**src/rtl/mp_add_pkg.sv**
```systemverilog
// Shared constants and types for the sequential multi-precision adder.
// Configuration macro: MP_ADD_SUB_EN (subtract mode support).
package mp_add_pkg;

    localparam int ADDER_W       = 32;
    localparam int MAX_LIMBS_DEF = 8;
    localparam int CNT_W_DEF     = $clog2(MAX_LIMBS_DEF) + 1;

    typedef enum logic {
        IDLE,
        BUSY
    } state_t;

    typedef logic [CNT_W_DEF-1:0] limb_cnt_t;

    function automatic int cnt_w(input int max_limbs);
        return $clog2(max_limbs) + 1;
    endfunction

endpackage

```
**src/rtl/mp_add_seq_if.sv**
```systemverilog
// Limb-pair input stream and result-limb output stream.
// Configuration macro: MP_ADD_SUB_EN adds in_sub.
interface mp_add_seq_if #(
    parameter int LIMB_W = 32
);

    logic              in_valid;
    logic              in_ready;
    logic [LIMB_W-1:0] in_a;
    logic [LIMB_W-1:0] in_b;
    logic              in_last;
`ifdef MP_ADD_SUB_EN
    logic              in_sub;
`endif
    logic              out_valid;
    logic              out_ready;
    logic [LIMB_W-1:0] out_sum;
    logic              out_last;
    logic              out_carry;

    modport master (
`ifdef MP_ADD_SUB_EN
        output in_sub,
`endif
        output in_valid, in_a, in_b, in_last,
        output out_ready,
        input  in_ready,
        input  out_valid, out_sum, out_last, out_carry
    );

    modport slave (
`ifdef MP_ADD_SUB_EN
        input  in_sub,
`endif
        input  in_valid, in_a, in_b, in_last,
        input  out_ready,
        output in_ready,
        output out_valid, out_sum, out_last, out_carry
    );

endinterface

```
**src/rtl/mp_limb_inc.sv**
```systemverilog
// Combinational limb incrementer: {ovf, sum} = a + c.
// Configuration macro: none.
module mp_limb_inc #(
    parameter int W = 32
) (
    input  logic [W-1:0] a,
    input  logic         c,
    output logic [W-1:0] sum,
    output logic         ovf
);

    // Fold a single carry bit into the limb
    assign {ovf, sum} = {1'b0, a} + {{W{1'b0}}, c};

endmodule

```
**src/rtl/mp_add_seq.sv**
```systemverilog
// Sequential multi-precision add controller around an external 32-bit adder.
// Configuration macro: MP_ADD_SUB_EN enables in_sub / A-B mode.
module mp_add_seq
    import mp_add_pkg::*;
#(
    parameter int LIMB_W    = ADDER_W,
    parameter int MAX_LIMBS = MAX_LIMBS_DEF
) (
    input  logic              clk,
    input  logic              rst_n,
    mp_add_seq_if.slave       bus,
    output logic [LIMB_W-1:0] add_a,
    output logic [LIMB_W-1:0] add_b,
    input  logic [LIMB_W:0]   add_s,
    output logic              err_len
);

    localparam int CW = cnt_w(MAX_LIMBS);

    generate
        if (LIMB_W != ADDER_W) begin : g_bad_w
            $error("mp_add_seq: LIMB_W must equal the adder width");
        end
    endgenerate

    state_t          state;
    logic            carry;
    logic [CW-1:0]   limb_cnt;
    logic            sub_cur;
    logic            c;
    logic            acc;
    logic            at_max;
    logic            last_eff;
    logic            carry_next;
    logic            inc_ovf;
    logic [LIMB_W-1:0] inc_sum;

    // Subtract mode is latched on the first limb and held for the operand
`ifdef MP_ADD_SUB_EN
    logic sub_r;
    assign sub_cur = (state == IDLE) ? bus.in_sub : sub_r;
`else
    assign sub_cur = 1'b0;
`endif

    assign add_a = bus.in_a;
    assign add_b = sub_cur ? ~bus.in_b : bus.in_b;

    // First limb takes cin0 (1 for subtract), later limbs the running carry
    assign c = (state == IDLE) ? sub_cur : carry;

    mp_limb_inc #(.W(LIMB_W)) u_inc (
        .a   (add_s[LIMB_W-1:0]),
        .c   (c),
        .sum (inc_sum),
        .ovf (inc_ovf)
    );

    assign carry_next   = add_s[LIMB_W] | inc_ovf;
    assign bus.in_ready = !bus.out_valid || bus.out_ready;
    assign acc          = bus.in_valid && bus.in_ready;
    assign at_max       = (limb_cnt == CW'(MAX_LIMBS - 1));
    assign last_eff     = bus.in_last || at_max;

    // Operand FSM, carry chain and one-entry registered result stage
    always_ff @(posedge clk) begin
        if (!rst_n) begin
            state         <= IDLE;
            carry         <= 1'b0;
            limb_cnt      <= '0;
            err_len       <= 1'b0;
            bus.out_valid <= 1'b0;
            bus.out_sum   <= '0;
            bus.out_last  <= 1'b0;
            bus.out_carry <= 1'b0;
`ifdef MP_ADD_SUB_EN
            sub_r         <= 1'b0;
`endif
        end else if (acc) begin
            bus.out_valid <= 1'b1;
            bus.out_sum   <= inc_sum;
            bus.out_last  <= last_eff;
            bus.out_carry <= last_eff ? carry_next : 1'b0;
`ifdef MP_ADD_SUB_EN
            sub_r         <= sub_cur;
`endif
            if (last_eff) begin
                state    <= IDLE;
                carry    <= 1'b0;
                limb_cnt <= '0;
                if (at_max && !bus.in_last) begin
                    err_len <= 1'b1;
                end
            end else begin
                state    <= BUSY;
                carry    <= carry_next;
                limb_cnt <= limb_cnt + 1'b1;
            end
        end else if (bus.out_ready) begin
            bus.out_valid <= 1'b0;
        end
    end

endmodule

```
**src/flat_wrapper.sv**
```systemverilog
// flat-port wrapper written by rule: the top's interface ports become plain ports
module mp_add_seq_flat import mp_add_pkg::*;
#(
    parameter int LIMB_W    = ADDER_W,
    parameter int MAX_LIMBS = MAX_LIMBS_DEF
)
  (clk, rst_n, add_a, add_b, add_s, err_len, bus_in_valid, bus_in_a, bus_in_b, bus_in_last, bus_out_ready, bus_in_ready, bus_out_valid, bus_out_sum, bus_out_last, bus_out_carry);
  mp_add_seq_if #(.LIMB_W(LIMB_W)) bus_i ();
  input  logic clk;
  input  logic rst_n;
  output logic [LIMB_W-1:0] add_a;
  output logic [LIMB_W-1:0] add_b;
  input  logic [LIMB_W:0] add_s;
  output logic err_len;
  input wire logic [$bits(bus_i.in_valid)-1:0] bus_in_valid;
  input wire logic [$bits(bus_i.in_a)-1:0] bus_in_a;
  input wire logic [$bits(bus_i.in_b)-1:0] bus_in_b;
  input wire logic [$bits(bus_i.in_last)-1:0] bus_in_last;
  input wire logic [$bits(bus_i.out_ready)-1:0] bus_out_ready;
  output wire logic [$bits(bus_i.in_ready)-1:0] bus_in_ready;
  output wire logic [$bits(bus_i.out_valid)-1:0] bus_out_valid;
  output wire logic [$bits(bus_i.out_sum)-1:0] bus_out_sum;
  output wire logic [$bits(bus_i.out_last)-1:0] bus_out_last;
  output wire logic [$bits(bus_i.out_carry)-1:0] bus_out_carry;
  assign bus_i.in_valid = bus_in_valid;
  assign bus_i.in_a = bus_in_a;
  assign bus_i.in_b = bus_in_b;
  assign bus_i.in_last = bus_in_last;
  assign bus_i.out_ready = bus_out_ready;
  assign bus_in_ready = bus_i.in_ready;
  assign bus_out_valid = bus_i.out_valid;
  assign bus_out_sum = bus_i.out_sum;
  assign bus_out_last = bus_i.out_last;
  assign bus_out_carry = bus_i.out_carry;
  mp_add_seq #(.LIMB_W(LIMB_W), .MAX_LIMBS(MAX_LIMBS)) u_core (.clk(clk), .rst_n(rst_n), .bus(bus_i), .add_a(add_a), .add_b(add_b), .add_s(add_s), .err_len(err_len));
endmodule
```
**config.mk**
```make
export PLATFORM = sky130hd
export DESIGN_NAME = mp_add_seq_flat
export DESIGN_NICKNAME = d
export VERILOG_FILES = /design/src/rtl/mp_add_pkg.sv /design/src/rtl/mp_add_seq_if.sv /design/src/rtl/mp_limb_inc.sv /design/src/rtl/mp_add_seq.sv /design/src/flat_wrapper.sv
export SDC_FILE = /design/constraint.sdc
export NUM_CORES = 1
export LEC_CHECK = 0
export ABC_AREA = 1
export BUFFER_PORTS_ARGS = -buffer_cell sky130_fd_sc_hd__buf_2
export CAP_MARGIN = 20
export CORE_MARGIN = 2
export CORE_UTILIZATION = 46
export CTS_CLUSTER_SIZE = 12
export DETAILED_ROUTE_END_ITERATION = 16
export GPL_ROUTABILITY_DRIVEN = 0
export PLACE_DENSITY = 0.87
export SLEW_MARGIN = 20
export SYNTH_ARGS = -nofsm -noshare
export SYNTH_HDL_FRONTEND = slang
export SYNTH_SLANG_ARGS = --single-unit
```
**constraint.sdc**
```tcl
create_clock -name clk -period 4.7 [get_ports clk]
set_input_delay 0.235 -clock clk [delete_from_list [all_inputs] [get_ports clk]]
set_output_delay 0.235 -clock clk [all_outputs]
set_load 0.005 [all_outputs]
```
==> impl_results.md <==
- Req. time, crit path: 4.91 ns
- I/O pins: 203
- Initial cell density of the core: 48.1%
- Rel. slew slack: 46.9%
- Static leakage: 1.71 nW
- Slew at the pin closest to its max-slew limit: 0.791 ns
- Wire length of the first global-routing pass: 11500 um
- Setup ws final: 2.33 ns
- Tot GR Track Use: 19.5%
- Drt pass-1 iters: 6
- DRT antenna net count: 0
- Startpoint type of the worst setup path: flop
- Post-CTS resize count: 0
- Hold Buf Count CTS: 0
- Final hold slack: 0.224 ns
- Share of the clock period used by the worst path after layout: 50.4%
- Part of the Yosys area used for sequential elements: 27.2%
- Die height: 86.0 um
- Post-Synthesis Net Count: 590
- Synthesized cell area: 3090 um^2
- Endpoint class of the critical path: flop
- Global routing met3 resource utilization: 5.87%
- Post-route setup TNS: 0 ns
- Cells on worst reg2reg path: 8
- Die outline area: 7390 um^2
- Core utilization of the finished layout: 48.6%
- Clock sink count: 42
- Number of buffers inserted during clock tree synthesis: 5
- Count of endpoints failing hold in the final timing report: 0
- GRT met2 Usage: 32.3%
- Clock tree from TritonCTS: yes
- Synth area leader: sky130_fd_sc_hd__dfxtp_1
- Count of cells along the worst hold path: 4
- HPWL Detailed: 5670 um
- Share of total power in sequential cells: 49.9%
- Die width: 86.0 um
- Overall power after layout: 789 uW
- Crit Reg-Reg Startpoint: u_core.bus.out_valid
- Maxcap violations: 0
- Area inside the core boundary: 6420 um^2
- Clock network fraction of total power: 31.1%
- Pre-CTS WS: 2.36 ns
- Net switching power figure: 242 uW
- Area share of the largest cell type after synthesis: 27.2%
- Number of distinct library cell variants in the gate-level netlist after synthesis: 26
- Synthesized netlist cell count: 485
- GRT Max-Usage Layer: met2
- Routing usage on met1: 23.2%
- Overall via count from detail_route: 2815
- Largest driver fanout on the critical path: 37
- Post-CTS clock slew at the launch and capture registers of the worst setup and hold paths: 0.09 ns
- Max IR drop VDD: 0.125 mV
- Std cell rows: 29
- Final setup vio count: 0
- CTS root buffer: sky130_fd_sc_hd__clkbuf_8
- Number of fillers in the final layout: 647
- Outcome: finished, final reports clean
- Top cells by area in the synthesized netlist: sky130_fd_sc_hd__dfxtp_1, sky130_fd_sc_hd__buf_4, sky130_fd_sc_hd__nand2_1, sky130_fd_sc_hd__nor2_1, sky130_fd_sc_hd__inv_1
- Max Freq: 0.422 GHz
- Final WL: 7200 um
- Min-delay worst type: in2reg
- Total number of yosys warnings: 0
- Sum of overflow across all layers after global routing: 0
- Flops & latches, synth: 42
- # diodes: 0
- Switching fraction of total power: 30.6%
- Via-per-instance ratio: 4.94
- Mean area per synthesized cell: 6.37 um^2
- Buffers from clock root to sink, at most: 2
- Clk Latency, worst-skew pair: 0.30 ns
- Final critical-path required period: 2.37 ns
- Final #Nets: 597
- Internal power component: 548 uW
- Launching element of the worst setup path: u_core.bus.out_valid
- P per Cell Area: 253 nW/um^2
- Initial antenna violation count: 0
- H-tree depth: 2
- Fraction of final layout cells with drive strength greater than 1: 21.7%
- Detailed-route wire length per cell: 12.6 um
- Number of violations reported at the end of detailed-routing iteration 0: 206
- Pins over their slew limit: 0
- DRC viols: 0
- Worst Min Path Start: bus_in_last
- Unrepaired setup endpoints after global routing: false
- Maximum number of pins on one net before global-route repair: 38
- Path type of the worst setup path: reg2reg
- Data arrival at the endpoint of the critical path: 2.58 ns
- Area Growth Syn to Fin: 1.05%
- Setup repair bufs after CTS: 0
- Combinational cell fraction of total power: 19.0%
- Number of global-route vias before repair: 2633
- Quantity of I/O buffers inserted on ports: 74
- Clk_skew: 0.00637 ns
area by class of cell:
type | instances | area, um^2 | area share [%]
Inverter | 56 | 210 | 6.73
Timing Repair Buffer | 75 | 378 | 12.1
Clock buffer | 5 | 68.8 | 2.20
Multi-Input combinational cell | 312 | 1510 | 48.2
Sequential cell | 42 | 841 | 26.9
Clock inverter | 3 | 25.0 | 0.801
Tap cell | 77 | 96.3 | 3.08
cell usage after synthesis, drive strengths merged:
cell / n
nand3b: 2
nand4: 1
xor2: 6
clkinv: 1
dfxtp: 42
clkbuf: 3
inv: 55
nand2: 123
xnor2: 8
o21ai: 20
a211oi: 2
nor2: 105
a21oi: 15
buf: 72
nor3: 1
nand3: 26
ha: 3
registers in the layout, indices dropped and copies added (netlist names):
signal,count
u_core.bus.out_sum,32
u_core.limb_cnt,4
u_core.bus.out_carry,1
u_core.bus.out_last,1
u_core.bus.out_valid,1
u_core.carry,1
u_core.err_len,1
u_core.state,1
layer usage:
metal  vias to the layer above  wire (um)
met4                         0        242
li1                       1427          -
met3                        38        686
met2                       118       3320
met1                      1232       2950
met5                         -          0
critical path: stages, from the launching register on:
cell	delay [ns]
sky130_fd_sc_hd__dfxtp_1	0.34
sky130_fd_sc_hd__nand2_1	0.09
sky130_fd_sc_hd__nand2_1	0.31
sky130_fd_sc_hd__clkinv_1	0.69
sky130_fd_sc_hd__buf_4	0.50
sky130_fd_sc_hd__nor2_1	0.15
sky130_fd_sc_hd__nor2_1	0.05
sky130_fd_sc_hd__nand2_1	0.09
sky130_fd_sc_hd__inv_1	0.04
final timing paths:
| kind | endpoint | slack [ns] |
|---|---|---|
| hold reg to reg | u_core.bus.out_carry | 0.47 |
| hold / removal | u_core.limb_cnt[2] | 0.22 |
| setup reg to reg | u_core.bus.out_sum[15] | 2.33 |
| setup / recovery | u_core.bus.out_sum[15] | 2.33 |
stage by stage:
| step | instances | instance area, um^2 |
|---|---|---|
| after floorplan | 485 | 3090 |
| after global placement | 562 | 3030 |
| after detailed placement | 562 | 3030 |
| after CTS | 570 | 3120 |
| after global routing | 570 | 3120 |
| final | 570 | 3120 |
logic make-up (layout without fill, tap and decap cells):
logic type,Yosys count,count (layout),share of synthesized area [%]
AOI/OAI and AO/OA,37,37,6.56
xor gates and xnor gates,14,14,3.97
DFF,42,42,27.2
and+or+nand+nor,258,258,36.9
adders and majority gates,3,3,1.21
buffers and inverters,131,139,24.1
cell usage in the layout, fill, tap and decap left out, types with 5 or more instances in the layout:
cell and n:
sky130_fd_sc_hd__nand2_1 115, sky130_fd_sc_hd__nor2_1 92, sky130_fd_sc_hd__buf_2 74, sky130_fd_sc_hd__inv_1 54, sky130_fd_sc_hd__dfxtp_1 42, sky130_fd_sc_hd__nand3_1 26, sky130_fd_sc_hd__o21ai_0 20, sky130_fd_sc_hd__a21oi_1 13
sky130_fd_sc_hd__xnor2_1 8, sky130_fd_sc_hd__nor2_4 7, sky130_fd_sc_hd__xor2_1 6, sky130_fd_sc_hd__nand2_2 5, sky130_fd_sc_hd__clkbuf_8 5
power groups by stage:
stage          clock [mW]  sequential [mW]  combinational, mW
2_1_floorplan           0            0.403              0.128
3_3_place_gp            0            0.402              0.145
3_5_place_dp            0            0.402              0.149
4_1_cts             0.250            0.394              0.151
5_1_grt             0.268            0.398              0.171
6_report            0.245            0.394              0.150
No activity file was read; power rests on OpenSTA's default activity.
